### config.mk
export PLATFORM = sky130hd
export DESIGN_NAME = sn_to_bn_decoder
export DESIGN_NICKNAME = d
export VERILOG_FILES = /design/src/rtl/sn_to_bn_decoder.sv
export SDC_FILE = /design/constraint.sdc
export NUM_CORES = 1
export LEC_CHECK = 0
export BUFFER_PORTS_ARGS = -buffer_cell sky130_fd_sc_hd__buf_2
export CAP_MARGIN = 20
export CORE_UTILIZATION = 61
export CTS_BUF_LIST = sky130_fd_sc_hd__clkbuf_4
export DETAILED_ROUTE_END_ITERATION = 10
export PLACE_DENSITY_LB_ADDON = 0.25
export SYNTH_ARGS = -nofsm -noshare
export SYNTH_HDL_FRONTEND = slang
export SYNTH_SLANG_ARGS = --single-unit
### constraint.sdc
create_clock -name i_clk_sn_dec -period 2.88 [get_ports i_clk_sn_dec]
set_input_delay 0.144 -clock i_clk_sn_dec [delete_from_list [all_inputs] [get_ports i_clk_sn_dec]]
set_output_delay 0.144 -clock i_clk_sn_dec [all_outputs]
set_load 0.005 [all_outputs]
### src/rtl/sn_to_bn_decoder.sv
// Stochastic-to-binary decoder: counts ones per channel over one window.
// Emits the binary counts, the window length and a one-cycle valid pulse.
module sn_to_bn_decoder #(
  parameter int NUM_BIT = 8,
  parameter int DIM     = 3
) (
  input  logic                          i_clk_sn_dec,
  input  logic                          i_rst_n_sn_dec,
  input  logic                          i_clear,
  input  logic                          i_isgen,
  input  logic [DIM-1:0]                i_sn_bit,
  output logic [DIM-1:0][NUM_BIT-1:0]   o_x_bn,
  output logic [NUM_BIT:0]              o_len,
  output logic                          o_valid,
  output logic                          o_full,
  output logic                          o_busy
);

  typedef enum logic [1:0] {
    IDLE = 2'd0,
    ACC  = 2'd1,
    HOLD = 2'd2
  } state_t;

  localparam logic [NUM_BIT:0] FULL_LEN = {1'b1, {NUM_BIT{1'b0}}};
  localparam logic [NUM_BIT:0] LEN_ONE  = {{NUM_BIT{1'b0}}, 1'b1};

  state_t                      state_q, state_d;
  logic [DIM-1:0][NUM_BIT-1:0] acc_q, acc_d, acc_inc;
  logic [NUM_BIT:0]            len_q, len_d, len_inc;
  logic [DIM-1:0][NUM_BIT-1:0] x_d;
  logic [NUM_BIT:0]            olen_d;
  logic                        valid_d, full_d;

  // Saturating per-channel increment and next window length.
  always_comb begin
    acc_inc = acc_q;
    for (int i = 0; i < DIM; i++) begin
      if (!(&acc_q[i]))
        acc_inc[i] = acc_q[i] + {{(NUM_BIT-1){1'b0}}, i_sn_bit[i]};
    end
    len_inc = len_q + LEN_ONE;
  end

  // Next-state, accumulator and completion logic.
  always_comb begin
    state_d = state_q;
    acc_d   = acc_q;
    len_d   = len_q;
    x_d     = o_x_bn;
    olen_d  = o_len;
    valid_d = 1'b0;
    full_d  = o_full;
    unique case (state_q)
      IDLE: begin
        if (i_isgen) begin
          state_d = ACC;
          for (int i = 0; i < DIM; i++)
            acc_d[i] = {{(NUM_BIT-1){1'b0}}, i_sn_bit[i]};
          len_d = LEN_ONE;
        end
      end
      ACC: begin
        if (i_isgen) begin
          acc_d = acc_inc;
          len_d = len_inc;
          if (len_inc == FULL_LEN) begin
            state_d = HOLD;
            x_d     = acc_inc;
            olen_d  = len_inc;
            valid_d = 1'b1;
            full_d  = 1'b1;
            acc_d   = '0;
            len_d   = '0;
          end
        end else begin
          state_d = IDLE;
          x_d     = acc_q;
          olen_d  = len_q;
          valid_d = 1'b1;
          full_d  = 1'b0;
          acc_d   = '0;
          len_d   = '0;
        end
      end
      HOLD: begin
        if (!i_isgen)
          state_d = IDLE;
      end
      default: begin
        state_d = IDLE;
        acc_d   = '0;
        len_d   = '0;
      end
    endcase
    // Abort wins over the window, but a completion this cycle stands.
    if (i_clear) begin
      state_d = IDLE;
      acc_d   = '0;
      len_d   = '0;
    end
  end

  // State and output registers.
  always_ff @(posedge i_clk_sn_dec or negedge i_rst_n_sn_dec) begin
    if (!i_rst_n_sn_dec) begin
      state_q <= IDLE;
      acc_q   <= '0;
      len_q   <= '0;
      o_x_bn  <= '0;
      o_len   <= '0;
      o_valid <= 1'b0;
      o_full  <= 1'b0;
    end else begin
      state_q <= state_d;
      acc_q   <= acc_d;
      len_q   <= len_d;
      o_x_bn  <= x_d;
      o_len   <= olen_d;
      o_valid <= valid_d;
      o_full  <= full_d;
    end
  end

  assign o_busy = (state_q == ACC) || (state_q == HOLD);

endmodule
## Yosys cells after proc, flatten, opt, wreduce, memory -nomap -nowiden

Cells that the tools add are included.

| word-level totals | value |
|---|---|
| bits in registers | 70 |
| bits in latches | 0 |
| bits in writable memories | 0 |
| bits in read-only memories | 0 |
| bits of input ports | 7 |
| output and inout port bits | 36 |
| word-level logic and storage cells | 59 |
| memories kept | 0 |

| operators by class | value |
|---|---|
| add/subtract/negate cells | 4 |
| $mul | 0 |
| div/mod/pow operators | 0 |
| $lt $le $gt $ge | 0 |
| equality and inequality tests | 8 |
| shift operators | 0 |
| multiplexer cells | 28 |
| bitwise logic cells | 0 |
| reduce and logical (&&, ||, !) cells | 8 |

Operator list:

| cell | number |
|---|---|
| $mux W24 | 6 |
| $pmux W24 S3 | 1 |
| $mux W9 | 6 |
| $pmux W9 S3 | 1 |
| $add A8 B1 Y8 | 3 |
| $mux W8 | 3 |
| $reduce_and A8 Y1 | 3 |
| $mux W2 | 5 |
| $add A9 B1 Y9 const B | 1 |
| $eq A9 B9 Y1 const B | 1 |
| $ne A3 B3 Y1 const B | 2 |
| $pmux W2 S3 | 1 |
| $mux W1 | 5 |
| $ne A4 B4 Y1 const B | 1 |
| $reduce_and A2 Y1 | 2 |
| $reduce_and A3 Y1 | 1 |
| $eq A2 B1 Y1 const B | 1 |
| $eq A2 B2 Y1 const B | 1 |
| $logic_not A2 Y1 | 1 |
| $ne A2 B1 Y1 const B | 1 |
| $ne A2 B2 Y1 const B | 1 |
| $logic_or A1 B1 Y1 | 1 |

## Depth between registers and ports, before layout

Gate-level depths: netlist of the first run.

| depth | value |
|---|---|
| depth in word-level cells | 6 |
| gate-level depth with buffers | 10 |
| gate-level depth less buffers | 8 |

## Least setup slack after synthesis of the first run

OpenSTA, ideal clock, no wires.

| timing | value |
|---|---|
| kind | register to register |
| start point | reg len_q[0] |
| end point | reg o_len[7] |
| setup time | 0.121 ns |
| arrival | 2.324 ns |
| data required time | 2.759 ns |
| slack | 0.435 ns |
| stages on the path, launching flop included | 9 |
| path buffers | 2 |
| clock period less this slack | 2.445 ns |
| cells stage by stage | dfrtp_1 > ha_1 > or3_1 > o31ai_1 > a21bo_2 > o41a_1 > buf_6 > buf_2 > a22o_1 |

| on the way | value |
|---|---|
| word-level cells in the longest chain between the ends | 4 |
| elaborated cells between the ends (all ways) | 6 |
| classes of those cells | 1 x add/sub; 2 x eq/ne; 2 x mux; 1 x reduce/logical |

Ends and longest elaborated chain:

| element | line | RTL |
|---|---|---|
| from (decl) | 30 | `logic [NUM_BIT:0] len_q, len_d, len_inc;` |
| from (signal assigned) | 117 | `len_q <= len_d;` |
| $add A9 B1 Y9 * | 42 | `len_inc = len_q + LEN_ONE;` |
| $eq A9 B9 Y1 | 67 | `if (len_inc == FULL_LEN) begin` |
| $ne A2 B1 Y1 (no line) | -- |  |
| $reduce_and A2 Y1 (no line) | -- |  |
| to (signal assigned) | 119 | `o_len <= olen_d;` |
| to (decl) | 13 | `output logic [NUM_BIT:0] o_len,` |

Mark *: on every way between the ends. The rest lies on a longest branch, timed or not. The select of a mux whose other input is x is not followed.
A chain may end at the register's enable or synchronous reset.

## Worst setup path in the final report of the first run

| timing | value |
|---|---|
| start point | reg len_q[1] |
| end point | reg acc_q[2] in the netlist's numbering |

| on the way | value |
|---|---|
| word-level cells in the longest chain between the ends | 6 |

Ends and longest elaborated chain:

| element | line | RTL |
|---|---|---|
| $add A9 B1 Y9 | 42 |  |
| $eq A9 B9 Y1 | 67 |  |
| $mux W24 | 67 |  |
| $mux W24 | 64 | `if (i_isgen) begin` |
| $pmux W24 S3 | 54 | `unique case (state_q)` |
| $mux W24 | 97 | `if (i_clear) begin` |
| to (signal assigned) | 108 | `acc_q <= '0;` |
| to (signal assigned) | 116 | `acc_q <= acc_d;` |
| to (decl) | 29 | `logic [DIM-1:0][NUM_BIT-1:0] acc_q, acc_d, acc_inc;` |

Every way passes these cells.

==> impl_metrics.py, run 1 <==
metrics = {
    "cts": {
        "insertion_delay_ns": 0.40,
        "cts_tree": "built",
        "clk_pin_slew_ns": 0.12,
        "clkSinkCount": 70,
        "cts_made_buffers": 9,
        "post_cts_buffers": 0,
        "cts_root_buf": "clkbuf_4",
        "clockBufferDepth": 2,
        "htree_levels": 3,
    },
    "layout": {
        "nNetsFinal": 484,
        "synthToLayoutAreaGrowth_pct": 11.41,
        "final_common_cell": "dfrtp_1",
        "drive_gt1_share_pct": 17.62,
        "final_cell_mix": "dfrtp_1 (70), nand2_1 (54), buf_2 (42)",
        "antenna_cells": 0,
        "utilization_pct": 71.76,
        "n_fill_cell": 463,
    },
    "timing": {
        "timing.final.ws_setup_ns": 0.1653,
        "setup_violations": 0,
        "hold_violations": 0,
        "fmax_mhz": 368.4,
        "slew_viol_final": 0,
        "finalSetupTns_ns": 0,
        "fin_crit_ns": 2.715,
        "maxSlewHeadroom_pct": 55.78,
        "rsz0062_at_grt": "false",
        "clock-skew-final_ns": 0.01321,
        "tightest_slew_ns": 0.6632,
        "post-route-period-util_pct": 94.26,
    },
    "synthesis": {
        "avgSynthCellArea_um2": 9.164,
        "synth-seq-cells": 70,
        "yosysTopAreaCellShare_pct": 44.87,
        "yosys-top-cells-area": "dfrtp_1 (45%), nand2_1 (5.2%), a22o_1 (4.7%), o21ai_0 (4.6%), ha_1 (3.5%)",
        "yosys.area.top_type": "dfrtp_1",
        "syn_area_um2": 3904,
        "synth_edf_count": 0,
        "synth_top_flop_cell": "dfrtp_1",
        "syn_inst": 426,
        "syn-num-nets": 444,
        "synth.distinct_cells": 58,
        "ys_warn_count": 0,
        "async_reset_ff_share_pct": 100.0,
        "seq_area_frac_synth_pct": 44.87,
    },
    "die": {
        "core.rowCount": 28,
        "die_h_um": 82.00,
        "dieArea_um2": 6723,
        "core_um2": 6061,
        "initial_utilization_pct": 64.41,
        "ios": 43,
        "fp.dieW_um": 82.00,
    },
    "pwr": {
        "leakage_nw": 2.043,
        "peakVddDrop_uv": 355.7,
        "power_per_cell_area_nw_per_um2": 509.3,
    },
    "placement": {
        "place_congestion": 0.8602,
        "io_buffers": 42,
        "pre_cts_ws_ns": 0.1826,
        "hpwl_um": 6165,
    },
    "grt": {
        "grt-ovfl-total": 0,
        "grt_pass1_wl_um": 14850,
        "grtUsageTotal_pct": 29.31,
        "first_global_vias": 3090,
        "grt_max_degree": 38,
        "antenna_found_initial": 0,
    },
    "drt": {
        "drc": 0,
        "wl_per_cell_um": 16.58,
        "routed_via_density": 6.293,
        "drtIter0Drc": 221,
        "dr.pass1.iters": 5,
        "routed_wl_um": 9051,
        "via_count": 3436,
        "drtAntennaViolNets": 0,
    },
    "worst_setup_path": {
        "critPathLaunchType": "flop",
        "critPathRequiredTime_ns": 3.18,
        "crit_type": "reg -> reg",
        "end_kind": "flop",
        "worstPathMaxFanout": 12,
        "worstPathArrival_ns": 3.01,
    },
    "run": {
        "cap_violations": 0,
    },
    "worst_hold_path": {
        "hold_path.class": "in -> reg",
    },
    "outcome": {
        "status": "complete, no violations",
    },
}
[power by group]
part	leakage (nW)	switching (W)	internal [W]
combinational	1.01	0.000227	0.000156
sequential	0.950	0.0000597	0.00106
clock	0.0810	0.000362	0.000347
[timing repair]
| item | in CTS | in global routing |
|---|---|---|
| hold buffers | 1 | 0 |
| gates resized for setup | 0 | 1 |
| endpoints found under the hold margin | 25 | 0 |
| endpoints found under the setup margin | 0 | 6 |
[cell usage after synthesis (all sizes together), types with 4 or more instances]
master,instances
dfrtp,70
nand2,54
o21ai,37
nor2,35
nand3,23
a21oi,22
a22o,21
clkbuf,14
o31ai,13
buf,12
ha,11
inv,11
o22ai,9
and3,8
nand4,6
o211ai,6
a21o,5
and4,5
nor3,5
or3,5
xnor2,5
a211oi,4
mux2i,4
xor2,4
[flip-flops by register name, indices dropped and copies added (netlist names)]
signal / count
state_q: 2
o_x_bn: 24
acc_q: 24
o_valid: 1
o_full: 1
o_len: 9
len_q: 9
[cell families after synthesis]
group | Yosys count | synth area share, %
AO/OA/AOI/OAI | 135 | 23.85
XOR/XNOR | 9 | 2.019
adder cells (fa/ha/maj) | 11 | 3.526
buffers and inverters | 38 | 4.615
flip-flops | 70 | 44.87
multiplexers | 4 | 1.026
AND/OR/NAND/NOR | 159 | 20.10
[metal layers]
layer / global-route usage [%] / wire length, µm
met3: 3.667 / 405
met4: 10.35 / 149
met5: 0 / 0
met1: 40.79 / 4237
met2: 47.02 / 4259
[critical path: stages (launching register included)]
cell and delay [ns]:
dfrtp_1 0.48, ha_1 0.29, or3_1 0.40, o31ai_1 0.13, a21boi_0 0.54, a21oi_2 0.32, buf_4 0.25, a22o_1 0.20
[per-stage QoR]
stage               cell area, µm²  hold slack [ns]  power (W)  cells
global route                  4349          0.03718   0.002315    546
detailed placement            4177           0.2014   0.001522    529
floorplan                     3904          -0.1516   0.001350    426
finish                        4349          0.03557   0.002215    546
CTS                           4343          0.01604   0.002219    546
global placement              4177           0.1974   0.001504    529
[worst paths after layout]
path / cells past startpoint / to / startpoint / slack (ns)
max: 7 / acc_q[2]$_DFFE_PN0P_ / len_q[1]$_DFFE_PN0P_ / 0.17
min: 3 / acc_q[8]$_DFFE_PN0P_ / i_sn_bit[1] / 0.04
max reg2reg: 7 / acc_q[2]$_DFFE_PN0P_ / len_q[1]$_DFFE_PN0P_ / 0.17
min reg2reg: 2 / o_x_bn[6]$_DFFE_PN0P_ / o_x_bn[6]$_DFFE_PN0P_ / 0.49
max in group asynchronous: 3 / o_len[4]$_DFFE_PN0P_ / i_rst_n_sn_dec / 1.80
min in group asynchronous: 2 / o_x_bn[4]$_DFFE_PN0P_ / i_rst_n_sn_dec / 0.28
[final cells by class]
cell class | instances | area [µm²] | share of cell area (%)
clock buffer | 9 | 67.56 | 1.554
multi-input combinational | 318 | 1978 | 45.48
timing repair buffer | 55 | 322.8 | 7.422
tap | 75 | 93.84 | 2.158
inverter | 12 | 46.29 | 1.064
sequential | 70 | 1752 | 40.28
clock inverter | 7 | 88.84 | 2.043
No activity file was read; power rests on OpenSTA's default activity.
==> run 2, diff against run 1 <==
Settings changed: CORE_MARGIN set to 4.
==> run 2 against run 1 <==
Clock-buffer cell count did not move. Fmax is 4.1% higher. Largest cell class unchanged. Routed wire length grew 5.0%.
==> impl_metrics.py, run 2 (synthesis results as in run 1) <==
metrics = {
    "grt": {
        "grt_pass1_wl_um": 15910,
        "first_global_vias": 3344,
        "antenna_found_initial": 0,
        "grt_max_degree": 71,
        "grt-ovfl-total": 0,
        "grtUsageTotal_pct": 26.56,
    },
    "drt": {
        "wl_per_cell_um": 17.32,
        "drtAntennaViolNets": 0,
        "via_count": 3482,
        "drtIter0Drc": 263,
        "routed_wl_um": 9508,
        "dr.pass1.iters": 5,
        "drc": 0,
        "routed_via_density": 6.342,
    },
    "timing": {
        "timing.final.ws_setup_ns": 0.2715,
        "tightest_slew_ns": 0.8918,
        "fin_crit_ns": 2.608,
        "slew_viol_final": 0,
        "setup_violations": 0,
        "maxSlewHeadroom_pct": 40.55,
        "rsz0062_at_grt": "false",
        "finalSetupTns_ns": 0,
        "clock-skew-final_ns": 0.01835,
        "fmax_mhz": 383.4,
        "post-route-period-util_pct": 90.57,
        "hold_violations": 0,
    },
    "layout": {
        "fin_cells": 549,
        "final_common_cell": "dfrtp_1",
        "final_cell_area_um2": 4393,
        "synthToLayoutAreaGrowth_pct": 12.53,
        "final_cell_mix": "dfrtp_1 (70), nand2_1 (54), buf_2 (42)",
        "antenna_cells": 0,
        "nNetsFinal": 487,
        "drive_gt1_share_pct": 17.72,
        "top_regs": "acc_q x24, o_x_bn x24",
        "n_fill_cell": 473,
        "multi_input_area_um2": 1972,
        "regArea_um2": 1752,
    },
    "placement": {
        "place_area_um2": 4184,
        "dp.cells": 530,
        "io_buffers": 42,
        "hpwl_um": 6353,
        "pre_cts_ws_ns": 0.2971,
        "place_congestion": 0.8982,
    },
    "die": {
        "core_um2": 6061,
        "fp.dieW_um": 88.00,
        "initial_utilization_pct": 64.41,
        "ios": 43,
        "die_h_um": 88.00,
        "dieArea_um2": 7743,
        "core.rowCount": 28,
    },
    "worst_hold_path": {
        "hold_path.class": "in -> reg",
    },
    "worst_setup_path": {
        "critPathLaunchType": "flop",
        "worstPathArrival_ns": 2.91,
        "critPathRequiredTime_ns": 3.19,
        "end_kind": "flop",
        "crit_type": "reg -> reg",
        "worstPathMaxFanout": 37,
    },
    "outcome": {
        "status": "complete, no violations",
    },
    "cts": {
        "cts_made_buffers": 9,
        "clkSinkCount": 70,
        "clk_pin_slew_ns": 0.11,
        "cts_tree": "built",
        "cts_root_buf": "clkbuf_4",
        "htree_levels": 3,
        "insertion_delay_ns": 0.43,
        "clockBufferDepth": 2,
        "post_cts_buffers": 0,
    },
    "pwr": {
        "power_per_cell_area_nw_per_um2": 525.1,
        "peakVddDrop_uv": 347.2,
        "leakage_nw": 2.069,
        "power_w": 0.002307,
    },
    "run": {
        "cap_violations": 0,
    },
}
[run 2: power breakdown]
part           total, W  switching, W  internal [W]
Combinational  0.000386      0.000229      0.000157
Sequential      0.00112     0.0000583       0.00106
Clock          0.000799      0.000364      0.000435
[run 2: stage by stage]
step           hold slack [ns]  util, %
2_1_floorplan          -0.1516        -
3_3_place_gp            0.4042    69.03
3_5_place_dp            0.4024    69.03
4_1_cts               0.005742    72.32
5_1_grt                0.01527    72.48
6_report               0.01732    72.48
[run 2: area by class of cell]
class | count | share of cell area [%]
Clock buffer | 9 | 1.538
Clock inverter | 7 | 2.535
Inverter | 12 | 1.054
Multi-Input combinational cell | 318 | 44.89
Sequential cell | 70 | 39.87
Tap cell | 75 | 2.136
Timing Repair Buffer | 58 | 7.975
[run 2: final timing paths]
check	from	cells after the start	slack, ns	end
min reg2reg	o_x_bn[13]$_DFFE_PN0P_	2	0.49	o_x_bn[13]$_DFFE_PN0P_
max reg2reg	len_q[0]$_DFFE_PN0P_	8	0.27	o_len[1]$_DFFE_PN0P_
max in group asynchronous	i_rst_n_sn_dec	3	1.85	len_q[6]$_DFFE_PN0P_
max	len_q[0]$_DFFE_PN0P_	8	0.27	o_len[1]$_DFFE_PN0P_
min	i_sn_bit[1]	3	0.02	acc_q[8]$_DFFE_PN0P_
min in group asynchronous	i_rst_n_sn_dec	3	0.41	o_x_bn[4]$_DFFE_PN0P_
[run 2: critical path, cell delays in order (launching register included)]
cell and delay (ns):
dfrtp_1 0.41, ha_1 0.27, or3_1 0.38, o31ai_1 0.10, a21bo_2 0.30, o41a_1 0.45
buf_12 0.20, a222oi_1 0.31, inv_1 0.07
[run 2: repair_timing]
item	4_1_cts	5_1_grt
endpoints found under the setup margin	0	0
endpoints found under the hold margin	71	1
resized for setup	0	0
hold buffers	2	1
[run 2: routing by layer]
| layer | share of wire (%) | global-route usage, % | routed length (µm) |
|---|---|---|---|
| met2 | 47 | 42.53 | 4513 |
| met1 | 45 | 35.92 | 4242 |
| met3 | 5.7 | 4.421 | 545 |
| met4 | 2.2 | 11.02 | 206 |
| met5 | 0 | 0 | 0 |
